==> config.mk <==
export PLATFORM = sky130hd
export DESIGN_NAME = mult_hilo_ctrl
export DESIGN_NICKNAME = d
export VERILOG_FILES = /design/src/rtl/mult_hilo_ctrl.sv
export SDC_FILE = /design/constraint.sdc
export NUM_CORES = 1
export LEC_CHECK = 0
export CAP_MARGIN = 5
export CORE_MARGIN = 2
export CORE_UTILIZATION = 30
export CTS_BUF_LIST = sky130_fd_sc_hd__clkbuf_4 sky130_fd_sc_hd__clkbuf_8
export DETAILED_ROUTE_END_ITERATION = 8
export DONT_BUFFER_PORTS = 1
export PLACE_DENSITY = 0.5
export SLEW_MARGIN = 15
export SYNTH_ARGS = -nofsm -noshare
export SYNTH_HDL_FRONTEND = slang
export SYNTH_SLANG_ARGS = --single-unit
==> constraint.sdc <==
create_clock -name clk -period 1.65 [get_ports clk]
set_input_delay 0.0825 -clock clk [delete_from_list [all_inputs] [get_ports clk]]
set_output_delay 0.0825 -clock clk [all_outputs]
set_load 0.05 [all_outputs]
==> src/rtl/mult_hilo_ctrl.sv <==
// HI/LO register controller for an external multi-cycle signed multiplier.
// It accepts MULT/MTHI/MTLO commands, sequences the multiplier, and flags a sticky timeout.
module mult_hilo_ctrl (
    input  logic        clk,
    input  logic        rst,
    input  logic        in_valid,
    output logic        in_ready,
    input  logic [1:0]  in_cmd,
    input  logic [31:0] in_a,
    input  logic [31:0] in_b,
    output logic        mult_begin,
    output logic [31:0] mult_op1,
    output logic [31:0] mult_op2,
    input  logic [63:0] mult_product,
    input  logic        mult_end,
    output logic [31:0] hi,
    output logic [31:0] lo,
    output logic        done,
    output logic [5:0]  last_lat,
    output logic        err
);

    typedef enum logic [1:0] {IDLE, RUN, DONE} state_t;

    localparam logic [1:0] CMD_MULT = 2'b00;
    localparam logic [1:0] CMD_MTHI = 2'b01;
    localparam logic [1:0] CMD_MTLO = 2'b10;
    // The counter reads 62 at the edge that closes the 63rd RUN cycle.
    localparam logic [5:0] TIMEOUT_CNT = 6'd62;
    localparam logic [5:0] CNT_MAX     = 6'd63;

    state_t     state;
    state_t     state_next;
    logic [5:0] cycle_cnt;
    logic       do_mult;
    logic       do_mthi;
    logic       do_mtlo;
    logic       finish_ok;
    logic       finish_timeout;

    always_ff @(posedge clk) begin
        if (rst) begin
            state <= IDLE;
        end else begin
            state <= state_next;
        end
    end

    always_comb begin
        state_next     = state;
        do_mult        = 1'b0;
        do_mthi        = 1'b0;
        do_mtlo        = 1'b0;
        finish_ok      = 1'b0;
        finish_timeout = 1'b0;
        case (state)
            IDLE: begin
                if (in_valid) begin
                    case (in_cmd)
                        CMD_MULT: begin
                            do_mult    = 1'b1;
                            state_next = RUN;
                        end
                        CMD_MTHI: do_mthi = 1'b1;
                        CMD_MTLO: do_mtlo = 1'b1;
                        default:  ;
                    endcase
                end
            end
            RUN: begin
                if (mult_end) begin
                    finish_ok  = 1'b1;
                    state_next = DONE;
                end else if (cycle_cnt == TIMEOUT_CNT) begin
                    finish_timeout = 1'b1;
                    state_next     = DONE;
                end
            end
            DONE:    state_next = IDLE;
            default: state_next = IDLE;
        endcase
    end

    assign in_ready   = (state == IDLE);
    assign done       = (state == DONE);
    assign mult_begin = (state == RUN);

    // Operands stay latched after a MULT until the next MULT is accepted.
    always_ff @(posedge clk) begin
        if (rst) begin
            mult_op1  <= '0;
            mult_op2  <= '0;
            hi        <= '0;
            lo        <= '0;
            last_lat  <= '0;
            err       <= 1'b0;
            cycle_cnt <= '0;
        end else begin
            if (do_mult) begin
                mult_op1  <= in_a;
                mult_op2  <= in_b;
                cycle_cnt <= '0;
            end else if (state == RUN && cycle_cnt != CNT_MAX) begin
                cycle_cnt <= cycle_cnt + 6'd1;
            end
            if (do_mthi) begin
                hi <= in_a;
            end
            if (do_mtlo) begin
                lo <= in_a;
            end
            if (finish_ok) begin
                hi       <= mult_product[63:32];
                lo       <= mult_product[31:0];
                last_lat <= cycle_cnt + 6'd1;
            end
            if (finish_timeout) begin
                err <= 1'b1;
            end
        end
    end

endmodule

Word level (Yosys, flattened, before mapping)
Index checks and enable logic that the tools add are counted.
{"block": "word_totals", "register_bits": 143}
{"block": "op_classes", "n_eq_ne": 9, "reduce_logical": 7, "mux": 23, "add_sub_neg": 1}
{"cell": "two-way mux 32 bit", "n": 4}
{"cell": "two-way mux 1 bit", "n": 14}
{"cell": "two-way mux 2 bit", "n": 4}
{"cell": "adder 6 x 1 -> 6 bit (second input constant)", "n": 1}
{"cell": "equality test 6 bit (second input constant)", "n": 1}
{"cell": "inequality test 6 bit (second input constant)", "n": 1}
{"cell": "equality test 2 x 1 -> 1 bit (second input constant)", "n": 2}
{"cell": "equality test 2 bit (second input constant)", "n": 2}
{"cell": "zero test 2 bit", "n": 2}
{"cell": "one-hot mux 2 bit (2 select lines)", "n": 1}
{"cell": "nonzero test 2 bit", "n": 2}
{"cell": "inequality test 3 x 1 -> 1 bit (second input constant)", "n": 1}
{"cell": "AND reduction 3 bit", "n": 1}
{"cell": "inequality test 2 x 1 -> 1 bit (second input constant)", "n": 1}
{"cell": "inequality test 2 bit (second input constant)", "n": 1}
{"cell": "OR reduction 2 bit", "n": 1}
{"cell": "logical AND 1 bit", "n": 1}

Depth between registers and ports, before layout
Gate-level depths: netlist of the first run.
{"block": "depth", "depth_word": 6, "mapped_depth": 7, "mapped_depth_nobuf": 4}

Worst setup path before layout of the first run
OpenSTA, ideal clock, no wires.
{"block": "synth_timing", "path_type": "flip-flop to flip-flop", "start": "register state[1]", "end": "register cycle_cnt[4]", "arrival_ps": 1516, "required_ps": 1506, "path_buffers": 1, "slack_ps": -9, "stages_incl_launch_ff": 6, "synth_period_minus_slack_ps": 1659, "path_cell_list": "dfxtp_1 buf_2 nand2b_1 clkinv_1 a41oi_1 a311oi_1"}
{"block": "synth_between", "word_cells_on_any_way": 5}
{"item": "from (decl)", "line_no": "32", "rtl": "state_t state;"}
{"item": "from (signal assigned)", "line_no": "45", "rtl": "state <= state_next;"}
{"item": "equality test 2 x 1 -> 1 bit"}
{"item": "named net mult_begin", "line_no": "11", "rtl": "output logic mult_begin,"}
{"item": "logical AND 1 bit", "line_no": "103", "rtl": "end else if (state == RUN && cycle_cnt != CNT_MAX) begin"}
{"item": "to (signal assigned)", "line_no": "104", "rtl": "cycle_cnt <= cycle_cnt + 6'd1;"}
{"item": "to (decl)", "line_no": "34", "rtl": "logic [5:0] cycle_cnt;"}
The timed path passes the listed nets, and every way through them passes these cells.
A chain may end at the register's enable or synchronous reset.

Worst setup path after layout of the first run
{"block": "layout_timing", "start": "register state[0]", "end": "register lo[13]"}
{"block": "layout_between", "elab_chain_len": 3, "word_cells_on_any_way": 6}
{"item": "equality test 2 x 1 -> 1 bit or zero test 2 bit (tied branches)", "line_no": "56", "rtl": "case (state)"}
{"item": "two-way mux 1 bit", "line_no": "56"}
{"item": "two-way mux 32 bit or nonzero test 2 bit (tied branches)"}
{"item": "to (signal assigned)", "line_no": "110", "rtl": "lo <= in_a;"}
{"item": "to (signal assigned)", "line_no": "114", "rtl": "lo <= mult_product[31:0];"}
{"item": "to (decl)", "line_no": "17", "rtl": "output logic [31:0] lo,"}
Several ways; a longest one is shown, not always the timed one.

==> key figures, run 1 <==
Logic synthesis
  – EDFF count, synth: 0
  – Sequential fraction of the synthesis area: 43.8%
  – Post-synthesis async set-or-reset flop share: 0%
  – Synth area leader: dfxtp_1
  – Yosys cell types: between 40 and 50
  – Mapped Area: about 6500 sq um
  – Post-synth top area share: a little over two fifths
  – Synth top cells by count: 143 x dfxtp_1, 74 x nor2_1, 72 x a21oi_1, 68 x nand3_1
  – Gate Count Post-Synth: roughly 680
  – Top FF cell, synth: dfxtp_1
  – Ranking of synthesized cells by area: dfxtp_1 44%, a221oi_2 14%, mux2i_1 10%
  – Count leader, synth: dfxtp_1
  – Avg Cell Area, Syn: about 9.6 sq um
  – Seq cells post-synth: between 100 and 150
  – Synth warnings: 0
  – Syn Nets: roughly 800

Min path
  – Hold crit path type: input pin to register

Global route
  – First-pass GRT wire length: around 32000 um
  – Pin count of the biggest net entering global routing: 142
  – Initial antenna violation count: 0
  – Number of global-route vias before repair: approximately 5.8k
  – Total GRT Usage: between 10% and 20%
  – Total grt overflow: 0

Floorplan
  – Die X-Extent: 152 um
  – Ports: 272
  – Placeable Area: roughly 21000 sq um
  – Starting Density: 30.8%
  – Std cell rows: between 50 and 60
  – Die Y: between 150 and 200 um
  – Full die area: around 23000 sq um

Timing
  – Final period util: 97.1%
  – Worst-margin pin slew: around 0.35 ns
  – Setup TNS: 0 ns
  – Worst relative slew slack: 76.7%
  – Max Freq: 624 MHz
  – Final Skew: about 0.013 ns
  – Final hold vios: between 100 and 150
  – Final min period: 1.60 ns
  – RSZ-0062 raised after global routing: yes
  – # setup viols final: 0
  – Worst hold slack: -0.294 ns
  – Post-route setup slack: between 0.04 and 0.05 ns
  – Slew Viols, Final: 0

Clocking
  – Worst skew pair latency: 0.44 ns
  – CTS tree: done
  – # clock sinks: 143
  – Max Root-Sink Buffers: 2
  – H-tree Lvls: 4
  – Root Driver: clkbuf_8
  – Clock transition at path regs: about 0.08 ns
  – Cts bufs inserted: 17

Place
  – Pre-CTS setup slack: -0.0416 ns
  – DP HPWL: 14600 um
  – Global placement routability congestion: ~0.79
  – Inst Count DP: between 1k and 1.5k
  – Port Buffers: 0

Route
  – DRT iter0 DRCs: ~260
  – DRC Markers: 0
  – Vias: roughly 5.8k
  – Final ANT Viol Nets: 0
  – Drt wl/cell: around 21 um
  – DRT Wirelength: around 22000 um
  – Pre-antenna DRT Iters: 5
  – Vias per inst: between 5 and 6

Finish
  – Antenna cells: 0
  – Non-filler instance count after layout: approximately 1.1k
  – Layout area overhead: 30.8%
  – Layout cells sized above 1: a little over a third
  – Nets: 930

Outcome
  – Status: finished, violations left
  – Failing checks: hold timing

Setup path
  – CP Class: register to register
  – CP startpoint kind: register
  – Critical path fanouts, max: 13
  – CP max stage delay: approximately 0.33 ns
  – Crit-path most repeated cell: buf_12
  – Required @ worst endpoint: 1.97 ns
  – WP data arrival: around 1.9 ns
  – Critical path's slowest cell: dfxtp_1
  – CP cell instances: buf_4 > and3b_4 > buf_12 > buf_12 > mux2i_2 > a221oi_2
  – Crit end category: register

Pwr
  – Worst-case vdd ir drop: 0.476 mV
  – Pleak: approximately 0.003 uW
  – Power Total: around 8200 uW
  – Cell Pwr Density: ~960 nW/um^2

Job
  – Max-Cap Viols: 0
## final timing paths
check                            startpoint                   endpoint  slack [ns]  cells after the start
setup / recovery      state[0]$_SDFFE_PP0P_        lo[13]$_SDFFE_PP0P_        0.05                      6
hold reg to reg   mult_op2[26]$_SDFFE_PP0P_  mult_op2[26]$_SDFFE_PP0P_        0.48                      2
hold / removal                          rst  mult_op2[29]$_SDFFE_PP0P_       -0.29                      1
setup reg to reg      state[0]$_SDFFE_PP0P_        lo[13]$_SDFFE_PP0P_        0.05                      6
## report_power, final
group | switching, uW | internal, uW | leakage [uW]
sequential | 64.8 | 3620 | 0.00117
clock | 1380 | 1410 | 0.000194
combinational | 1150 | 546 | 0.00167
total | 2590 | 5570 | 0.00303
## cells in the final DEF (no fill, tap or decap), types with 3 or more instances in the layout
cell	n
a21oi_1	70
buf_12	13
dlygate4sd3_1	3
clkinv_2	3
a211oi_1	5
mux2i_1	59
clkbuf_8	22
clkbuf_16	3
clkinvlp_4	3
buf_4	152
nor2_1	73
a41oi_1	3
o21ai_0	60
mux2i_2	7
o21ai_1	6
nand2_1	4
dfxtp_1	142
nand3_1	68
a221oi_2	64
## flip-flops by register name, summed over array words and instances (netlist names)
name	flops
hi	32
state	2
mult_op1	32
last_lat	6
lo	32
err	1
cycle_cnt	6
mult_op2	32
## through the flow
| step | instance area (sq um) | utilization [%] |
|---|---|---|
| 2_1_floorplan | 6530 | - |
| 3_3_place_gp | 7930 | 37.4 |
| 3_5_place_dp | 7930 | 37.4 |
| 4_1_cts | 8350 | 39.3 |
| 5_1_grt | 8540 | 40.2 |
| 6_report | 8540 | 40.2 |
## logic make-up after synthesis
logic type	after synthesis	synth area share, %
compound gates	218	26.9
xor+xnor	3	0.403
fa+ha+maj	2	0.383
buf+inv	82	6.23
flops	143	43.8
mux	66	10.1
simple gates	165	12.1
## layer usage
layer	up-vias	GRT usage [%]	share of wire (%)
met3	16	6.23	8.7
met4	0	5.32	1.3
met1	2784	21.4	40
met5	-	0	0
li1	2742	-	-
met2	230	31.3	50
## critical path, delay by kind of cell, from the launching register on
| kind | cells | cell delay (ns) |
|---|---|---|
| compound gates | 1 | 0.09 |
| buf+inv | 3 | 0.48 |
| flops | 1 | 0.33 |
| mux | 1 | 0.26 |
| simple gates | 1 | 0.30 |
## cell type report
type,count,area (sq um)
clock buffer,23,310
clock inverter,8,80.1
fill,2088,12700
inverter,3,12.5
multi-input combinational,454,3360
sequential,143,2860
tap,275,344
timing repair buffer,175,1570
## what timing repair did
action,CTS,global route
setup buffers,0,4
pin swaps,0,3
cloned,0,3
setup endpoints to repair,33,94
resized for setup,7,19
hold endpoints to repair,143,143
Power figures use the tool's default switching activity.
==> run 2, diff against run 1 <==
--- a/config.mk
+++ b/config.mk
@@ -11,7 +11,7 @@
 export CTS_BUF_LIST = sky130_fd_sc_hd__clkbuf_4 sky130_fd_sc_hd__clkbuf_8
 export DETAILED_ROUTE_END_ITERATION = 8
 export DONT_BUFFER_PORTS = 1
-export PLACE_DENSITY = 0.5
+export PLACE_DENSITY_LB_ADDON = 0.08
 export SLEW_MARGIN = 15
 export SYNTH_ARGS = -nofsm -noshare
 export SYNTH_HDL_FRONTEND = slang
==> key figures, run 2 (same netlist as run 1, synthesis figures left out) <==
Timing
  – Max Freq: 627 MHz (was 624 MHz)
  – Final period util: 96.7% (was 97.1%)
  – Final hold vios: 142 (was 143)
  – RSZ-0062 raised after global routing: yes (unchanged)
  – Worst-margin pin slew: 0.409 ns (was 0.350 ns)
  – Post-route setup slack: 0.0552 ns (was 0.0484 ns)
  – Final min period: 1.59 ns (was 1.60 ns)
  – Worst hold slack: -0.275 ns (was -0.294 ns)
  – Slew Viols, Final: 0 (unchanged)
  – Setup TNS: 0 ns (unchanged)
  – # setup viols final: 0 (unchanged)
  – Final Skew: 0.0107 ns (was 0.0134 ns)
  – Worst relative slew slack: 72.8% (was 76.7%)

Floorplan
  – Die X-Extent: 152 um (unchanged)
  – Ports: 272 (unchanged)
  – Die Y: 152 um (unchanged)
  – Placeable Area: 21200 sq um (unchanged)
  – Full die area: 23000 sq um (unchanged)
  – Starting Density: 30.8% (unchanged)
  – Std cell rows: 53 (unchanged)

Global route
  – Total grt overflow: 0 (unchanged)
  – Total GRT Usage: 18.5% (was 18.2%)
  – Number of global-route vias before repair: 5737 (was 5796)
  – Initial antenna violation count: 0 (unchanged)
  – Pin count of the biggest net entering global routing: 142 (unchanged)
  – First-pass GRT wire length: 32400 um (was 31900 um)

Pwr
  – Power Total: 8370 uW (was 8160 uW)
  – NetSw: 2600 uW (was 2590 uW)
  – Clk pwr share: 36.2% (was 34.2%)
  – Cell Pwr Density: 983 nW/um^2 (was 955 nW/um^2)
  – Combinational cell fraction of total power: 19.8% (was 20.7%)
  – Worst-case vdd ir drop: 0.449 mV (was 0.476 mV)
  – Pleak: 0.00302 uW (was 0.00303 uW)
  – Sw Ratio: 31.0% (was 31.8%)
  – Sequential share of power: 44.0% (was 45.1%)
  – Int Pwr: 5780 uW (was 5570 uW)

Setup path
  – CP Class: register to register (unchanged)
  – WP data arrival: 1.98 ns (was 1.92 ns)
  – Worst reg-to-reg setup slack: 0.06 ns (was 0.05 ns)
  – CP startpoint kind: register (unchanged)
  – R2r endpoint: state[1]$_SDFFE_PP0P_ (was lo[13]$_SDFFE_PP0P_)
  – Worst R2R Start: cycle_cnt[5]$_SDFFE_PP0P_ (was state[0]$_SDFFE_PP0P_)
  – Critical path fanouts, max: 7 (was 13)
  – Worst R2R Path Depth: 4 (was 6)
  – Crit end category: register (unchanged)
  – Required @ worst endpoint: 2.03 ns (was 1.97 ns)

Finish
  – Layout cells sized above 1: 35.4% (was 35.7%)
  – Non-filler instance count after layout: 1077 (was 1081)
  – Most frequent cells in the layout: 151 x buf_4, 141 x dfxtp_1, 73 x nor2_1, 70 x a21oi_1, 68 x nand3_1 (was 152 x buf_4, 142 x dfxtp_1, 73 x nor2_1, 70 x a21oi_1, 68 x nand3_1)
  – Nets: 927 (was 930)
  – Antenna cells: 0 (unchanged)
  – Fillcell total: 2184 (was 2088)
  – Most common cell after layout, fill and taps aside: buf_4 (unchanged)
  – Layout area overhead: 30.5% (was 30.8%)

Route
  – DRT iter0 DRCs: 239 (was 257)
  – Vias: 5743 (was 5772)
  – Final ANT Viol Nets: 0 (unchanged)
  – DRC Markers: 0 (unchanged)
  – DRT Wirelength: 22400 um (about the same)
  – Drt wl/cell: 20.8 um (was 20.7 um)
  – Vias per inst: 5.33 (was 5.34)
  – Pre-antenna DRT Iters: 7 (was 5)

Clocking
  – # clock sinks: 143 (unchanged)
  – H-tree Lvls: 4 (unchanged)
  – Hold-fix buffers at CTS: 1
  – Root Driver: clkbuf_8 (unchanged)
  – Max Root-Sink Buffers: 2 (unchanged)
  – CTS tree: done (unchanged)
  – Clock transition at path regs: 0.08 ns (about the same)
  – Cts bufs inserted: 17 (unchanged)
  – Worst skew pair latency: 0.44 ns (about the same)

Place
  – Port Buffers: 0 (unchanged)
  – DP HPWL: 15000 um (was 14600 um)
  – Pre-CTS setup slack: -0.0260 ns (was -0.0416 ns)
  – Inst Count DP: 1039 (was 1040)
  – Global placement routability congestion: 0.747 (was 0.790)

Outcome
  – Failing checks: hold timing (unchanged)
  – Status: finished, violations left (unchanged)

Job
  – Max-Cap Viols: 0 (unchanged)

Min path
  – Hold crit path type: input pin to register (unchanged)
  – WHS Path Cells: 1 (unchanged)
  – Hold Crit Start: rst (unchanged)
  – Worst Hold End: lo[1]$_SDFFE_PP0P_ (was mult_op2[29]$_SDFFE_PP0P_)
[run 2: layer usage]
layer	wire, um	vias to the layer above	GRT usage (%)
li1	-	2735	-
met1	8960	2762	22.0
met2	11100	227	31.5
met3	2040	19	6.29
met4	282	0	5.97
met5	0	-	0
[run 2: layout make-up]
cell class	count	area [sq um]	share of cell area, %
Multi-Input combinational cell	454	3340	39.2
Sequential cell	143	2870	33.6
Tap cell	275	344	4.04
Clock inverter	9	134	1.57
Clock buffer	21	283	3.32
Timing Repair Buffer	172	1540	18.1
Inverter	3	13.8	0.162
[run 2: power by group through the flow]
stage	Clock [uW]	Combinational, uW	Sequential, uW
after floorplan	0	633	4350
after global placement	0	1610	3760
after detailed placement	0	1630	3770
after CTS	3130	1650	3690
after global routing	3270	1760	3710
final	3030	1660	3690
[run 2: critical path: stages (launching register included)]
cell and delay (ns):
dfxtp_1 0.45, and4_2 0.33, a21oi_1 0.08, nor3_1 0.12, dlygate4sd3_1 0.55
[run 2: worst max-delay path by stage]
| stage | start | endpoint | cells after the start |
|---|---|---|---|
| 2_1_floorplan | state[0]$_SDFFE_PP0P_ | hi[10]$_SDFFE_PP0P_ | 6 |
| 3_3_place_gp | state[0]$_SDFFE_PP0P_ | lo[0]$_SDFFE_PP0P_ | 4 |
| 3_5_place_dp | state[0]$_SDFFE_PP0P_ | lo[31]$_SDFFE_PP0P_ | 4 |
| 4_1_cts | state[0]$_SDFFE_PP0P_ | lo[18]$_SDFFE_PP0P_ | 5 |
| 5_1_grt | state[0]$_SDFFE_PP0P_ | hi[0]$_SDFFE_PP0P_ | 6 |
| 6_report | cycle_cnt[5]$_SDFFE_PP0P_ | state[1]$_SDFFE_PP0P_ | 4 |
[run 2: what timing repair did]
item	in CTS	in global routing
gates resized for setup	4	28
gates cloned	1	3
pin swaps	1	1
endpoints found under the setup margin	38	77
setup buffers	0	3
endpoints found under the hold margin	143	142
[run 2: through the flow]
stage,utilization (%),hold WS (ns),area (sq um)
3_5_place_dp,37.2,0.166,7900
2_1_floorplan,-,0.230,6530
4_1_cts,39.5,-0.332,8370
3_3_place_gp,37.2,0.164,7900
6_report,40.1,-0.275,8520
5_1_grt,40.1,-0.331,8520
